### src/rtl/pipe_stage_slice.sv
// rtl/pipe_stage_slice.sv - valid/ready pipeline stage register with flush, bubble clearing and stall counter.
// Define PIPE_STAGE_SKID_EN to add a skid entry and a registered in_ready.
module pipe_stage_slice #(
  parameter int DATA_W = 64,
  parameter int CTRL_W = 16,
  parameter int CNT_W  = 16
) (
  input  logic              clk,
  input  logic              reset,
  input  logic              in_valid,
  output logic              in_ready,
  input  logic [CTRL_W-1:0] in_ctrl,
  input  logic [DATA_W-1:0] in_data,
  output logic              out_valid,
  input  logic              out_ready,
  output logic [CTRL_W-1:0] out_ctrl,
  output logic [DATA_W-1:0] out_data,
  input  logic              flush,
  input  logic              cnt_clr,
  output logic [CNT_W-1:0]  stall_cnt
);

  localparam logic [CNT_W-1:0] CNT_MAX = '1;

  logic in_xfer;
  assign in_xfer = in_valid & in_ready;

`ifdef PIPE_STAGE_SKID_EN
  logic              skid_valid;
  logic [CTRL_W-1:0] skid_ctrl;
  logic [DATA_W-1:0] skid_data;
  logic              ready_q;

  assign in_ready = ready_q;

  // The skid entry can only be occupied while main is occupied, so main is
  // always refilled from skid before any new upstream beat.
  always_ff @(posedge clk or posedge reset) begin
    if (reset) begin
      out_valid  <= 1'b0;
      out_ctrl   <= '0;
      out_data   <= '0;
      skid_valid <= 1'b0;
      skid_ctrl  <= '0;
      skid_data  <= '0;
      ready_q    <= 1'b1;
    end else if (flush) begin
      out_valid  <= 1'b0;
      out_ctrl   <= '0;
      skid_valid <= 1'b0;
      ready_q    <= 1'b1;
    end else if (!out_valid || out_ready) begin
      if (skid_valid) begin
        out_valid  <= 1'b1;
        out_ctrl   <= skid_ctrl;
        out_data   <= skid_data;
        skid_valid <= 1'b0;
        ready_q    <= 1'b1;
      end else if (in_xfer) begin
        out_valid <= 1'b1;
        out_ctrl  <= in_ctrl;
        out_data  <= in_data;
      end else if (out_valid) begin
        out_valid <= 1'b0;
        out_ctrl  <= '0;
      end
    end else if (in_xfer) begin
      skid_valid <= 1'b1;
      skid_ctrl  <= in_ctrl;
      skid_data  <= in_data;
      ready_q    <= 1'b0;
    end
  end
`else
  assign in_ready = ~out_valid | out_ready;

  always_ff @(posedge clk or posedge reset) begin
    if (reset) begin
      out_valid <= 1'b0;
      out_ctrl  <= '0;
      out_data  <= '0;
    end else if (flush) begin
      out_valid <= 1'b0;
      out_ctrl  <= '0;
    end else if (in_xfer) begin
      out_valid <= 1'b1;
      out_ctrl  <= in_ctrl;
      out_data  <= in_data;
    end else if (out_valid && out_ready) begin
      out_valid <= 1'b0;
      out_ctrl  <= '0;
    end
  end
`endif

  // Saturating count of held-but-not-taken cycles; flush leaves it alone.
  always_ff @(posedge clk or posedge reset) begin
    if (reset) begin
      stall_cnt <= '0;
    end else if (cnt_clr) begin
      stall_cnt <= '0;
    end else if (out_valid && !out_ready && stall_cnt != CNT_MAX) begin
      stall_cnt <= stall_cnt + 1'b1;
    end
  end

endmodule
### config.mk
export PLATFORM = sky130hd
export DESIGN_NAME = pipe_stage_slice
export DESIGN_NICKNAME = d
export VERILOG_FILES = /design/src/rtl/pipe_stage_slice.sv
export SDC_FILE = /design/constraint.sdc
export NUM_CORES = 1
export LEC_CHECK = 0
export BUFFER_PORTS_ARGS = -buffer_cell sky130_fd_sc_hd__clkbuf_2
export CAP_MARGIN = 20
export CELL_PAD_IN_SITES_DETAIL_PLACEMENT = 1
export CELL_PAD_IN_SITES_GLOBAL_PLACEMENT = 1
export CORE_MARGIN = 2
export CORE_UTILIZATION = 40
export CTS_BUF_LIST = sky130_fd_sc_hd__clkbuf_8
export DETAILED_ROUTE_END_ITERATION = 10
export GPL_TIMING_DRIVEN = 0
export PLACE_DENSITY = 0.93
export SKIP_LAST_GASP = 1
export SLEW_MARGIN = 20
export SYNTH_ARGS = -nofsm -noshare
export SYNTH_HDL_FRONTEND = slang
export SYNTH_SLANG_ARGS = --single-unit
### constraint.sdc
create_clock -name clk -period 5.55 [get_ports clk]
set_input_delay 0.2775 -clock clk [delete_from_list [all_inputs] [get_ports clk]]
set_output_delay 0.2775 -clock clk [all_outputs]
set_load 0.01 [all_outputs]
==> results of run 1 <==
[state kept, by name (all words and copies together), names as in the netlist]
signal and cells:
out_ctrl 16, out_data 64, out_valid 1, stall_cnt 16
[power by group through the flow]
stage	combinational [mW]	sequential, mW	clock [mW]
2_1_floorplan	0.107	0.891	0
5_1_grt	0.329	0.856	0.498
3_3_place_gp	0.287	0.847	0
3_5_place_dp	0.308	0.857	0
6_report	0.302	0.843	0.452
4_1_cts	0.308	0.845	0.470
[final timing paths]
check                                         start                       end  cells past startpoint
hold reg to reg            out_data[42]$_DFFE_PP0P_  out_data[42]$_DFFE_PP0P_                      1
hold / removal                                flush     out_valid$_DFFE_PP0P_                      2
min in group asynchronous                     reset  stall_cnt[8]$_DFFE_PP0P_                      3
setup / recovery              out_valid$_DFFE_PP0P_  out_data[59]$_DFFE_PP0P_                      6
max in group asynchronous                     reset  out_data[56]$_DFFE_PP0P_                      4
setup reg to reg              out_valid$_DFFE_PP0P_  out_data[59]$_DFFE_PP0P_                      6
[metal layers]
layer | up-vias | track usage, % | part of all wire [%]
li1 | 1413 | - | -
met1 | 1541 | 21.8 | 36
met2 | 105 | 38.5 | 56
met3 | 15 | 4.61 | 5.5
met4 | 0 | 8.50 | 1.8
met5 | - | 0 | 0
[kinds of logic (layout without fill, tap and decap cells)]
logic type	count (synthesis)	in the layout	share of synthesized area [%]
AND/OR/NAND/NOR	52	52	7.79
buffers and inverters	18	219	1.99
adder cells (fa/ha/maj)	1	1	0.320
flip-flops	97	97	62.2
AO/OA/AOI/OAI	41	41	7.53
multiplexers	70	70	20.2
[layout make-up]
| cell class | instances | share of cell area, % |
|---|---|---|
| Buffer | 14 | 1.20 |
| Clock buffer | 9 | 2.37 |
| Clock inverter | 7 | 1.37 |
| Inverter | 4 | 0.383 |
| Multi-Input combinational cell | 164 | 26.8 |
| Sequential cell | 97 | 46.5 |
| Tap cell | 133 | 3.19 |
| Timing Repair Buffer | 185 | 18.3 |
[worst max-delay path: cells and delay by family (launching register included)]
family                 cells  cell delay, ns
buffers and inverters      3            0.89
DFF                        1            0.43
muxes                      1            0.38
and+or+nand+nor            2            0.34
[cells in the mapped netlist]
| cell | number | area share (%) |
|---|---|---|
| dfrtp_1 | 97 | 62 |
| inv_1 | 4 | 0.38 |
| o41ai_1 | 1 | 0.22 |
| o31ai_1 | 5 | 0.96 |
| nor4_2 | 1 | 0.32 |
| o21ai_0 | 3 | 0.38 |
| clkbuf_1 | 6 | 0.58 |
| nand4_1 | 3 | 0.48 |
| nand4b_1 | 1 | 0.22 |
| or3_1 | 4 | 0.64 |
| nor2b_1 | 6 | 0.96 |
| nor3b_1 | 1 | 0.19 |
| nand4_2 | 1 | 0.32 |
| nor2_1 | 14 | 1.3 |
| mux2_2 | 50 | 14 |
| nand2_1 | 4 | 0.38 |
| a311oi_1 | 1 | 0.22 |
| or4_1 | 5 | 0.96 |
| ha_1 | 1 | 0.32 |
| mux2_1 | 20 | 5.8 |
| buf_2 | 8 | 1.0 |
| a22o_1 | 16 | 3.6 |
| and4_1 | 2 | 0.45 |
| a31oi_1 | 1 | 0.16 |
| nor3_1 | 1 | 0.13 |
| a2111oi_0 | 2 | 0.45 |
| nand3_1 | 4 | 0.51 |
| nand3b_1 | 2 | 0.38 |
| and3_1 | 3 | 0.48 |
| a21oi_1 | 12 | 1.5 |
[stage by stage]
step	instances	power [mW]	hold WS [ns]	instance area, um^2	util [%]
after CTS	613	1.62	0.0861	5220	54.2
final	613	1.60	0.107	5220	54.2
after detailed placement	596	1.16	0.341	5020	52.1
after global routing	613	1.68	0.0886	5220	54.2
after floorplan	279	0.998	0.344	3900	-
after global placement	595	1.13	0.464	4990	51.7
==> impl_results.rst, run 1 <==
.. list-table::
   :header-rows: 1

   * - Metric
     - Value
   * - Maximum Capacitance Violations
     - 0
   * - Total nets after synthesis
     - 366
   * - Clock skew
     - 0.00462 ns
   * - Synthesized area per cell
     - 14.0 um^2
   * - Largest net degree at the start of global routing
     - between 50 and 60
   * - Buffer depth of the longest clock path
     - 2
   * - Total inserted antenna cells
     - 0
   * - Die Outline Area
     - 10600 um^2
   * - Register clock-pin slew on the reported worst setup and hold paths
     - about 0.09 ns
   * - Buffer cell driving the clock tree root
     - clkbuf_8
   * - Hold WC Path Type
     - input port to flip-flop
   * - Register area
     - roughly 2400 um^2
   * - Clock insertion delay at the later pin of the skew report
     - 0.36 ns
   * - Post-synthesis cell area
     - 3900 um^2
   * - Library cell appearing most often on the critical path
     - clkbuf_1
   * - Fraction of the cycle the final worst path needs
     - 39.0%
   * - Leftover overflow at the end of global routing
     - 0
   * - Estimated wirelength of the detail-placed design
     - 8.38 mm
   * - Actual slew at the worst max-slew pin
     - 0.778 ns
   * - Post-layout worst setup margin
     - 3.39 ns
   * - Vias post-DR
     - 3074
   * - CORE AREA
     - roughly 9600 um^2
   * - Ports placed on the boundary
     - around 180
   * - Sequential cell area fraction in the yosys report
     - 62.2%
   * - DRC violation count after routing
     - 0
   * - Final Hold Viols
     - 0
   * - Slew Limit Fails
     - 0
   * - Number of instances in the synthesized netlist
     - 279
   * - Number of global-route vias before repair
     - 3267
   * - Setup repair after global routing missed its margin
     - no
   * - Number of nets in the final layout
     - about 560
   * - Row count
     - 36
   * - Clock network fraction of total power
     - 28.3%
   * - Seq pwr share
     - 52.8%
   * - Worst slew margin relative to its limit
     - 47.7%
   * - Peak Freq
     - ~460 MHz
   * - Antenna violations before repair
     - 0
   * - Count of warnings emitted by yosys
     - 0
   * - Post-route ant nets
     - 0
   * - DR vias/cell
     - 5.01
   * - Highest cell delay on the worst timing path
     - 0.43 ns
   * - Placer's final routability congestion estimate
     - around 0.77
   * - Result of the run
     - complete, no violations
   * - Most common library cell in the layout ignoring fill and taps
     - clkbuf_2
   * - Width of the chip
     - 103 um
   * - Critical-path cell with the highest stage delay
     - dfrtp_1
   * - CTS H-tree lvls
     - 3
   * - Detailed-route wire length
     - around 11 mm
   * - Startpoint kind of the worst setup timing path
     - flip-flop
   * - Internal power consumption
     - 1.15 mW
   * - Routed wirelength normalized by instance count
     - about 17 um
   * - Total setup violations reported at the end of the flow
     - 0
   * - Number of fillers in the final layout
     - 1102
   * - Switching power as a share of total power
     - 28.0%
   * - Commonest cells after routing, fill and taps aside
     - clkbuf_2, dfrtp_1, mux2_2, mux2_1, a22o_1
   * - CTS sink cnt
     - 97
   * - Relative contribution of combinational cells to total power
     - 18.9%
   * - Synth-to-Final Area Change
     - 33.8%
   * - Hold-fix buffers, CTS
     - 1
   * - Setup repair bufs after CTS
     - 0
   * - Fin crit period
     - 2.16 ns
   * - Post-place setup slack
     - around 3.3 ns
   * - Power per standard cell area
     - 306 nW/um^2
   * - Crit path arrival time
     - 2.41 ns
   * - Starting density of the core
     - 40.5%
   * - Final setup TNS
     - 0 ns
   * - Largest fanout of any net on the critical path
     - 10
   * - Number of flip-flops and latches in the synthesized netlist
     - 97
   * - Number of iterations in the first detailed-routing pass
     - 4
   * - Count of routing violations after the opening detailed-route iteration
     - 36
   * - Area of combinational cells with multiple inputs
     - 1400 um^2
   * - CTS tree
     - yes
   * - Kind of end point of the critical path
     - flip-flop
   * - Net switching power figure
     - 0.447 mW
   * - Total of buffers placed on input and output ports
     - ~180
   * - Critical path required time
     - 5.79 ns
   * - Slack of the worst reg-to-reg path
     - 3.39 ns
   * - GR Util All Layers
     - 20.4%
   * - Worst vdd ir
     - 0.163 mV
   * - Die H
     - 103 um
   * - Count of cell types in the netlist
     - 30
   * - Leakage
     - approximately 2.6 nW
   * - Worst setup path category
     - flip-flop to flip-flop
   * - Total clock buffers created by CTS
     - 9
   * - Critical path cell sequence
     - nor2b_1 -> clkbuf_1 -> nor3b_1 -> clkbuf_1 -> buf_2 -> mux2_2
   * - Wire length of the first global-routing pass
     - 16.2 mm
   * - Proportion of layout cells with a drive suffix above 1
     - between 50% and 60%
   * - Number of cells upsized or downsized after cts
     - 0
Note: power is estimated with default switching activity, not from simulation.
==> inputs of run 2 (changes only) <==
CORE_UTILIZATION = 33   (was 40)
PLACE_DENSITY = 0.82   (was 0.93)
clock period = 1.97 ns   (was 5.55 ns; I/O delays follow)
==> impl_results.rst, run 2 (synthesized netlist as in run 1, its figures left out) <==
.. list-table::
   :header-rows: 1

   * - Metric
     - Value
   * - Result of the run
     - complete, no violations
   * - Largest register FFs
     - 64
   * - Placer's final routability congestion estimate
     - 0.768
   * - Internal power consumption
     - 3.31 mW
   * - Die Outline Area
     - 12700 um^2
   * - Power per standard cell area
     - 757 nW/um^2
   * - Worst setup path category
     - flip-flop to flip-flop
   * - Starting density of the core
     - 34.0%
   * - CTS sink cnt
     - 97
   * - DP Cell Count
     - 607
   * - Origin of the worst min-delay path
     - cnt_clr
   * - Net switching power figure
     - roughly 1.4 mW
   * - Detailed-route wire length
     - approximately 14 mm
   * - Leftover overflow at the end of global routing
     - 0
   * - Worst hold path depth
     - 3
   * - Final cell count without fillers
     - between 700 and 800
   * - Total of buffers placed on input and output ports
     - 183
   * - Kind of end point of the critical path
     - flip-flop
   * - Worst slew margin relative to its limit
     - between 50% and 60%
   * - Register clock-pin slew on the reported worst setup and hold paths
     - 0.09 ns
   * - Slew Limit Fails
     - 0
   * - Critical-path cell with the highest stage delay
     - dfrtp_1
   * - Slack of the worst reg-to-reg path
     - 0.10 ns
   * - Utilization after layout
     - 53.9%
   * - Crit path arrival time
     - between 2 and 2.5 ns
   * - Hold WC Path Type
     - input port to flip-flop
   * - Critical path cell sequence
     - nand4b_1 -> nor3_1 -> and3_1 -> mux2_1
   * - Critical path required time
     - 2.22 ns
   * - Actual slew at the worst max-slew pin
     - roughly 0.73 ns
   * - Vias post-DR
     - 3507
   * - Routed wirelength normalized by instance count
     - 19.5 um
   * - DR vias/cell
     - between 4 and 5
   * - Launch point of the worst reg-to-reg path
     - out_valid$_DFFE_PP0P_
   * - Commonest cells after routing, fill and taps aside
     - clkbuf_2, dfrtp_1, dlygate4sd3_1, mux2_2, mux2_1
   * - Row count
     - 39
   * - Number of fillers in the final layout
     - 1230
   * - End of the worst hold path
     - stall_cnt[13]$_DFFE_PP0P_
   * - Wire length of the first global-routing pass
     - roughly 22 mm
   * - Largest fanout of any net on the critical path
     - 9
   * - Buffer cell driving the clock tree root
     - clkbuf_8
   * - Switching power as a share of total power
     - 29.4%
   * - Relative contribution of combinational cells to total power
     - roughly 22%
   * - Maximum Capacitance Violations
     - 0
   * - Post-route ant nets
     - 0
   * - Number of iterations in the first detailed-routing pass
     - 4
   * - Clock insertion delay at the later pin of the skew report
     - around 0.37 ns
   * - Die H
     - 113 um
   * - Startpoint kind of the worst setup timing path
     - flip-flop
   * - Number of nets in the final layout
     - 649
   * - Estimated wirelength of the detail-placed design
     - 8.16 mm
   * - Biggest regs
     - out_data: 64 flops, out_ctrl: 16 flops, stall_cnt: 16 flops
   * - GR Util All Layers
     - 22.2%
   * - Leakage
     - 2.99 nW
   * - Clock network fraction of total power
     - a little over a quarter
   * - CORE AREA
     - 11500 um^2
   * - Number of global-route vias before repair
     - roughly 4000
   * - Antenna violations before repair
     - 2
   * - Ports placed on the boundary
     - 184
   * - Fin crit period
     - 1.87 ns
   * - Largest net degree at the start of global routing
     - 36
   * - Width of the chip
     - between 100 and 150 um
   * - Fraction of the cycle the final worst path needs
     - 94.7%
   * - Setup repair after global routing missed its margin
     - yes
   * - Total setup violations reported at the end of the flow
     - 0
   * - Worst vdd ir
     - approximately 0.51 mV
   * - CTS tree
     - yes
   * - Final Hold Viols
     - 0
   * - Register-to-Register Path Depth
     - 4
   * - Count of routing violations after the opening detailed-route iteration
     - 157
   * - DRC violation count after routing
     - 0
   * - Synth-to-Final Area Change
     - 58.4%
   * - Total clock buffers created by CTS
     - 9
   * - Highest cell delay on the worst timing path
     - 0.44 ns
   * - Buffer depth of the longest clock path
     - 2
   * - FF-to-FF End
     - stall_cnt[13]$_DFFE_PP0P_
   * - CTS H-tree lvls
     - 3
   * - Clock skew
     - ~0.011 ns
   * - Register with the most flip-flops
     - out_data
   * - Most common library cell in the layout ignoring fill and taps
     - clkbuf_2
   * - Proportion of layout cells with a drive suffix above 1
     - 49.2%
   * - Peak Freq
     - 536 MHz
   * - Seq pwr share
     - 51.1%
==> run 2: cell types whose count changed in the layout (fill, tap and decap cells not counted), sizes merged <==
cell	previous run	this run
bufinv	1	0
buf	9	15
clkbuf	198	199
dlygate4sd3	1	83
clkinvlp	3	1
diode	0	2
clkinv	3	4
==> run 2: power groups by stage <==
stage	Combinational, mW	Sequential (mW)	Clock (mW)
global route	1.11	2.42	1.37
CTS	1.00	2.37	1.27
finish	1.04	2.39	1.25
global placement	0.821	2.39	0
floorplan	0.301	2.51	0
detailed placement	0.865	2.41	0
==> run 2: what timing repair did <==
action                     4_1_cts  5_1_grt
resized for setup                7       29
hold buffers                    83        0
hold endpoints to repair       110        0
buffers inserted                 0        5
setup endpoints to repair       83       88
pin swaps                        0        2
==> run 2: layer usage <==
layer,routed length [um],track usage [%],share of wire (%),up-vias
met5,0,0,0,-
met4,298,8.86,2.1,0
met3,617,4.77,4.4,21
met2,8140,43.0,59,106
met1,4850,23.2,35,1789
li1,-,-,-,1591
==> run 2: through the flow <==
stage	TNS, ns	instance area, um^2	setup WS (ns)	hold WS, ns	power (mW)
after detailed placement	-16.89	5040	-0.296	0.232	3.27
after CTS	-0.0520	6070	-0.0272	0.0830	4.65
final	0	6180	0.105	0.0995	4.68
after global placement	-12.12	5000	-0.232	0.291	3.21
after global routing	-0.184	6180	-0.0696	0.124	4.91
after floorplan	0	3910	0.162	0.165	2.81
==> run 2: final cells by class <==
type	instances	area (um^2)	share of cell area (%)
diodes	2	5.00	0.0810
clock inverters	5	31.3	0.506
inverters	4	18.8	0.304
repair buffers	273	1820	29.5
plain buffers	13	101	1.64
well taps	143	179	2.89
multi-input cells	164	1440	23.3
flip-flops and latches	97	2430	39.4
clock buffers	11	151	2.45
==> run 2: worst max path at each step <==
stage                              startpoint                        end  slack, ns  cells past startpoint
CTS                  stall_cnt[8]$_DFFE_PP0P_   stall_cnt[9]$_DFFE_PP0P_      -0.03                      4
global route        stall_cnt[12]$_DFFE_PP0P_   stall_cnt[2]$_DFFE_PP0P_      -0.07                      4
finish                  out_valid$_DFFE_PP0P_  stall_cnt[13]$_DFFE_PP0P_       0.10                      4
detailed placement      out_valid$_DFFE_PP0P_   out_data[44]$_DFFE_PP0P_      -0.30                      6
global placement        out_valid$_DFFE_PP0P_   out_data[49]$_DFFE_PP0P_      -0.23                      6
floorplan            stall_cnt[0]$_DFFE_PP0P_  stall_cnt[12]$_DFFE_PP0P_       0.16                      6
==> run 2: worst max-delay path: cells and delay by family (launching register included) <==
kind	cells	cell delay (ns)
flops	1	0.44
mux	1	0.32
simple gates	3	1.00
